`config.mk`:
```
export PLATFORM = sky130hd
export DESIGN_NAME = radix4_seq_mult
export DESIGN_NICKNAME = d
export VERILOG_FILES = /design/src/rtl/radix4_pkg.sv /design/src/rtl/radix4_booth_recode.sv /design/src/rtl/radix4_seq_mult.sv
export SDC_FILE = /design/constraint.sdc
export NUM_CORES = 1
export LEC_CHECK = 0
export ABC_CLOCK_PERIOD_IN_PS = 8300
export CORE_ASPECT_RATIO = 1.75
export CORE_UTILIZATION = 60
export CTS_CLUSTER_DIAMETER = 50
export CTS_CLUSTER_SIZE = 10
export DETAILED_ROUTE_END_ITERATION = 12
export GPL_TIMING_DRIVEN = 0
export PLACE_DENSITY = 0.86
export SLEW_MARGIN = 40
export SYNTH_ARGS = -nofsm -noshare
export SYNTH_HDL_FRONTEND = slang
export SYNTH_SLANG_ARGS = --single-unit
```
`constraint.sdc`:
```
create_clock -name clk -period 8.3 [get_ports clk]
set_input_delay 1.66 -clock clk [delete_from_list [all_inputs] [get_ports clk]]
set_output_delay 1.66 -clock clk [all_outputs]
set_load 0.01 [all_outputs]
```
`src/rtl/radix4_pkg.sv`:
```
`default_nettype none
// +----------------------------------------------------------------------+
// | radix4_pkg                                                           |
// | Shared encodings for the radix-4 Booth multiplier family.            |
// | Revision: 1.0                                                        |
// +----------------------------------------------------------------------+
package radix4_pkg;

  typedef enum logic [2:0] {
    ST_IDLE = 3'b000,
    ST_CALC = 3'b001,
    ST_DONE = 3'b010
  } state_t;

  localparam logic [2:0] SEL_ZERO = 3'd0;
  localparam logic [2:0] SEL_P1   = 3'd1;
  localparam logic [2:0] SEL_P2   = 3'd2;
  localparam logic [2:0] SEL_M1   = 3'd3;
  localparam logic [2:0] SEL_M2   = 3'd4;

endpackage
`default_nettype wire

```
`src/rtl/radix4_booth_recode.sv`:
```
`default_nettype none
// +----------------------------------------------------------------------+
// | radix4_booth_recode                                                  |
// | Maps a 3-bit Booth window {q1,q0,q-1} to a partial-product select.   |
// | Revision: 1.0                                                        |
// +----------------------------------------------------------------------+
module radix4_booth_recode
  import radix4_pkg::*;
(
  input  logic [2:0] win,
  output logic [2:0] sel
);

  always_comb begin
    sel = SEL_ZERO;
    case (win)
      3'b001, 3'b010: sel = SEL_P1;
      3'b011:         sel = SEL_P2;
      3'b100:         sel = SEL_M2;
      3'b101, 3'b110: sel = SEL_M1;
      default:        sel = SEL_ZERO;
    endcase
  end

endmodule
`default_nettype wire

```
`src/rtl/radix4_seq_mult.sv`:
```
`default_nettype none
// +----------------------------------------------------------------------+
// | radix4_seq_mult                                                      |
// | Sequential signed radix-4 Booth multiplier, one digit per clock.     |
// | Revision: 1.0                                                        |
// +----------------------------------------------------------------------+
module radix4_seq_mult
  import radix4_pkg::*;
#(
  parameter int WIDTH = 8
) (
  input  logic                 clk,
  input  logic                 rst_n,
  input  logic                 go,
  input  logic [WIDTH-1:0]     multiplicand,
  input  logic [WIDTH-1:0]     multiplier,
  output logic [2*WIDTH-1:0]   product,
  output logic                 busy,
  output logic                 done
);

  localparam int c_w2    = WIDTH + 2;
  localparam int c_cnt_w = $clog2(WIDTH / 2);
  localparam logic [c_cnt_w-1:0] c_cnt_last = c_cnt_w'(WIDTH / 2 - 1);

  // Plain vector rather than state_t so unused codes stay representable.
  logic [2:0]           r_state;
  logic [c_cnt_w-1:0]   r_cnt;
  logic [c_w2-1:0]      r_a;
  logic [WIDTH-1:0]     r_q;
  logic                 r_qm1;
  logic [WIDTH-1:0]     r_m;
  logic [2*WIDTH-1:0]   r_product;
  logic                 r_busy;
  logic                 r_done;

  logic [2:0]           w_sel;
  logic [c_w2-1:0]      w_msx;
  logic [c_w2-1:0]      w_m2x;
  logic [c_w2-1:0]      w_addend;
  logic [c_w2-1:0]      w_a_sum;
  logic [c_w2-1:0]      w_a_shift;
  logic [WIDTH-1:0]     w_q_shift;
  logic                 w_flag;

  radix4_booth_recode u_recode (
    .win ({r_q[1:0], r_qm1}),
    .sel (w_sel)
  );

  // Two guard bits keep -2M exact when M is the most negative value.
  assign w_msx = {{2{r_m[WIDTH-1]}}, r_m};
  assign w_m2x = {w_msx[c_w2-2:0], 1'b0};

  always_comb begin
    w_addend = '0;
    case (w_sel)
      SEL_P1:  w_addend = w_msx;
      SEL_P2:  w_addend = w_m2x;
      SEL_M1:  w_addend = -w_msx;
      SEL_M2:  w_addend = -w_m2x;
      default: w_addend = '0;
    endcase
  end

  assign w_a_sum   = r_a + w_addend;
  assign w_a_shift = {{2{w_a_sum[c_w2-1]}}, w_a_sum[c_w2-1:2]};
  assign w_q_shift = {w_a_sum[1:0], r_q[WIDTH-1:2]};
  assign w_flag    = (r_cnt == c_cnt_last);

  always_ff @(posedge clk or negedge rst_n) begin
    if (!rst_n) begin
      r_state   <= ST_IDLE;
      r_cnt     <= '0;
      r_a       <= '0;
      r_q       <= '0;
      r_qm1     <= 1'b0;
      r_m       <= '0;
      r_product <= '0;
      r_busy    <= 1'b0;
      r_done    <= 1'b0;
    end else begin
      case (r_state)
        ST_IDLE, ST_DONE: begin
          r_done <= 1'b0;
          if (go) begin
            r_a     <= '0;
            r_q     <= multiplier;
            r_qm1   <= 1'b0;
            r_m     <= multiplicand;
            r_cnt   <= '0;
            r_busy  <= 1'b1;
            r_state <= ST_CALC;
          end else begin
            r_busy  <= 1'b0;
            r_state <= ST_IDLE;
          end
        end
        ST_CALC: begin
          r_a   <= w_a_shift;
          r_q   <= w_q_shift;
          r_qm1 <= r_q[1];
          r_cnt <= r_cnt + c_cnt_w'(1);
          if (w_flag) begin
            r_product <= {w_a_shift[WIDTH-1:0], w_q_shift};
            r_busy    <= 1'b0;
            r_done    <= 1'b1;
            r_state   <= ST_DONE;
          end
        end
        default: begin
          r_busy  <= 1'b0;
          r_done  <= 1'b0;
          r_state <= ST_IDLE;
        end
      endcase
    end
  end

  assign product = r_product;
  assign busy    = r_busy;
  assign done    = r_done;

endmodule
`default_nettype wire

```
==> impl_metrics.env <==
export IMPL_fin_nets=385
export IMPL_row_count=32
export IMPL_diodes=0
export IMPL_worst_clock_skew_ps=11.9
export IMPL_max_cap_viol_count=0
export IMPL_cts_htree_levels=2
export IMPL_tritoncts_num_buffers=5
export IMPL_r2r_slack_ps=4800
export IMPL_period_share_pct=42.1
export IMPL_async_flop_share_pct=100
export IMPL_synth_cell_type_count=62
export IMPL_initial_utilization_pct=63.0
export IMPL_ant_nets=0
export IMPL_critPathMaxStageDelay_ps=430
export IMPL_critPathBufInv=1
export IMPL_crit_slowest_cell="dfrtp_1"
export IMPL_avgSynthCellArea_um2=9.03
export IMPL_io_buffer_count=36
export IMPL_crit_required_ps=8500
export IMPL_synth_edf_count=0
export IMPL_synth_cell_area_mm2=0.00280
export IMPL_tightest_slew_ps=612
export IMPL_first_pass_iters=5
export IMPL_dpl_hpwl_mm=5.31
export IMPL_synth_top_area_cell="dfrtp_1"
export IMPL_die_w_um=53.6
export IMPL_drc_errors=0
export IMPL_hold_violations=0
export IMPL_synthTopCellsByArea="dfrtp_1 40%, nand2_1 7.4%, ha_1 4.9%, mux2_2 3.6%, nor2_1 3.6%"
export IMPL_stdcell_area_mm2=0.00335
export IMPL_crit_type="reg2reg"
export IMPL_ys_top_cells_by_count="55 x nand2_1, 45 x dfrtp_1, 27 x nor2_1, 15 x o21ai_0, 14 x a21oi_1"
export IMPL_drive_gt1_share_pct=10.7
export IMPL_path_cells="inv_1, ha_1, nand2b_1, or3_1, o21ai_1, nand2_1, o22a_1, a21oi_1, ha_1, a21oi_1, o21ai_0, a31o_1, nor2_1, xnor3_1, mux2_2"
export IMPL_postCtsSetupRepairBufs=0
export IMPL_area_growth_pct=19.8
export IMPL_dr_total_vias=2535
export IMPL_cp_max_fo=6
export IMPL_ioPinCount=37
export IMPL_routedWlPerCell_um=17.3
export IMPL_setup_viol=0
export IMPL_cts_resized=0
export IMPL_tns_ps=0
export IMPL_placed_area_mm2=0.00324
export IMPL_synth_top_family_by_area="compound AO/OA/AOI/OAI gates"
export IMPL_synthSimpleGateAreaFrac_pct=19.2
export IMPL_slew_limit_headroom_pct=59.2
export IMPL_status="finished clean"
export IMPL_cpLargestDelayFamily="compound AO/OA/AOI/OAI gates"
export IMPL_grt_pass1_vias=2512
export IMPL_setup_worst_path_end_class="register"
export IMPL_synthAdderAreaFrac_pct=5.63
export IMPL_synth_xor_area_share_pct=3.62
export IMPL_drv_slew=0
export IMPL_core_area_mm2=0.00444
export IMPL_grt_max_degree=32
export IMPL_ys_seq_area_share_pct=40.2
export IMPL_drt_wl_total_mm=7.04
export IMPL_clock_path_buffers=2
export IMPL_min_period_ps=3500
export IMPL_synthMuxAreaShare_pct=5.85
export IMPL_yosysWarningCount=0
export IMPL_clkLatencyLatePin_ps=310
export IMPL_post_drt_via_cell_ratio=6.24
export IMPL_ys_ff_latch=45
export IMPL_cts_tree="done"
export IMPL_first_iter_violations=100
export IMPL_max_freq_mhz=286
export IMPL_syn_num_nets=341
export IMPL_hold_class="reg2reg"
export IMPL_synth_cells=310
export IMPL_grtUsageTotal_pct=31.8
export IMPL_startpoint_type="register"
export IMPL_die_h_um=92.4
export IMPL_fin_util_pct=75.5
export IMPL_rsz0062_at_grt="no"
export IMPL_holdWs_ps=490
export IMPL_clk_pin_slew_ps=90
export IMPL_antenna_found_initial=0
export IMPL_fillCellCount=323
export IMPL_clock_sinks=45
export IMPL_synth_compound_area_share_pct=20.1
export IMPL_grt_pass1_wl_mm=11.3
export IMPL_overflow=0
export IMPL_finalWeightedCongestion=0.909
export IMPL_die_area_mm2=0.00495
export IMPL_synth_top_area_share_pct=40.2
export IMPL_cts_root_buf="clkbuf_8"
export IMPL_cts_hold_repair_buffers=0
export IMPL_yosysMostFrequentCell="nand2_1"
export IMPL_crit_arrival_ps=3700
export IMPL_ys_flop_type="dfrtp_1"
==> cell type report <==
| class | instances | area, um^2 | share of cell area, % |
|---|---|---|---|
| inverters | 12 | 45.0 | 1.34 |
| plain buffers | 17 | 106 | 3.17 |
| multi-input cells | 236 | 1520 | 45.4 |
| clock buffers | 5 | 68.8 | 2.05 |
| clock inverters | 3 | 43.8 | 1.31 |
| well taps | 51 | 63.8 | 1.90 |
| flip-flops and latches | 45 | 1130 | 33.6 |
| repair buffers | 37 | 378 | 11.3 |
==> cells by family (layout without fill, tap and decap cells) <==
group | Yosys count | count (layout)
and+or+nand+nor | 115 | 115
AOI/OAI and AO/OA | 84 | 84
DFF | 45 | 45
buffers and inverters | 29 | 74
muxes | 15 | 15
adders and majority gates | 12 | 12
xor gates and xnor gates | 10 | 10
==> path summary, 6_finish.rpt <==
check | cells past startpoint | start | to
setup / recovery | 15 | r_m[0] | product[15]
max in group asynchronous | 2 | rst_n | r_q[6]
hold reg to reg | 2 | product[13] | product[13]
setup reg to reg | 15 | r_m[0] | product[15]
hold / removal | 2 | product[13] | product[13]
min in group asynchronous | 1 | rst_n | product[12]
==> cell usage in the layout, fill, tap and decap left out, types with 6 or more instances in the layout <==
cell and count:
nand2b_1 7, mux2_2 9, clkbuf_1 7, clkbuf_8 6
nor2_1 27, o21ai_0 15, a31oi_1 10, ha_1 11
o21ai_1 7, a21oi_1 14, nand2_1 55, dfrtp_1 45
inv_1 11, clkdlybuf4s50_1 35
==> routing by layer <==
| layer | vias to the layer above | share of wire, % | GRT usage (%) |
|---|---|---|---|
| li1 | 1181 | - | - |
| met1 | 1248 | 37 | 33.9 |
| met2 | 82 | 54 | 55.3 |
| met3 | 24 | 4.5 | 6.57 |
| met4 | 0 | 3.7 | 17.3 |
| met5 | - | 0 | 0 |
==> stage by stage <==
stage / worst slack (ps) / cells
after global routing: 4550 / 406
after CTS: 4880 / 406
after detailed placement: 4900 / 398
after floorplan: 5220 / 310
after global placement: 4340 / 397
final: 4800 / 406
==> state kept, by name (all words and copies together) (netlist names) <==
register and flops:
product 16, r_a 8, r_m 8, r_q 8
r_cnt 2, r_state 2, r_qm1 1
==> worst register-to-register path: cells and delay by family, from the launching register on <==
family / cells / cell delay (ps)
AND/OR/NAND/NOR: 4 / 660
buffers and inverters: 1 / 110
flip-flops: 1 / 430
XOR/XNOR: 1 / 320
adder cells (fa/ha/maj): 2 / 540
multiplexers: 1 / 270
AO/OA/AOI/OAI: 6 / 1070
Power is not shown: default switching activity piles up to over one toggle a cycle in this logic, so the estimate is an artifact.
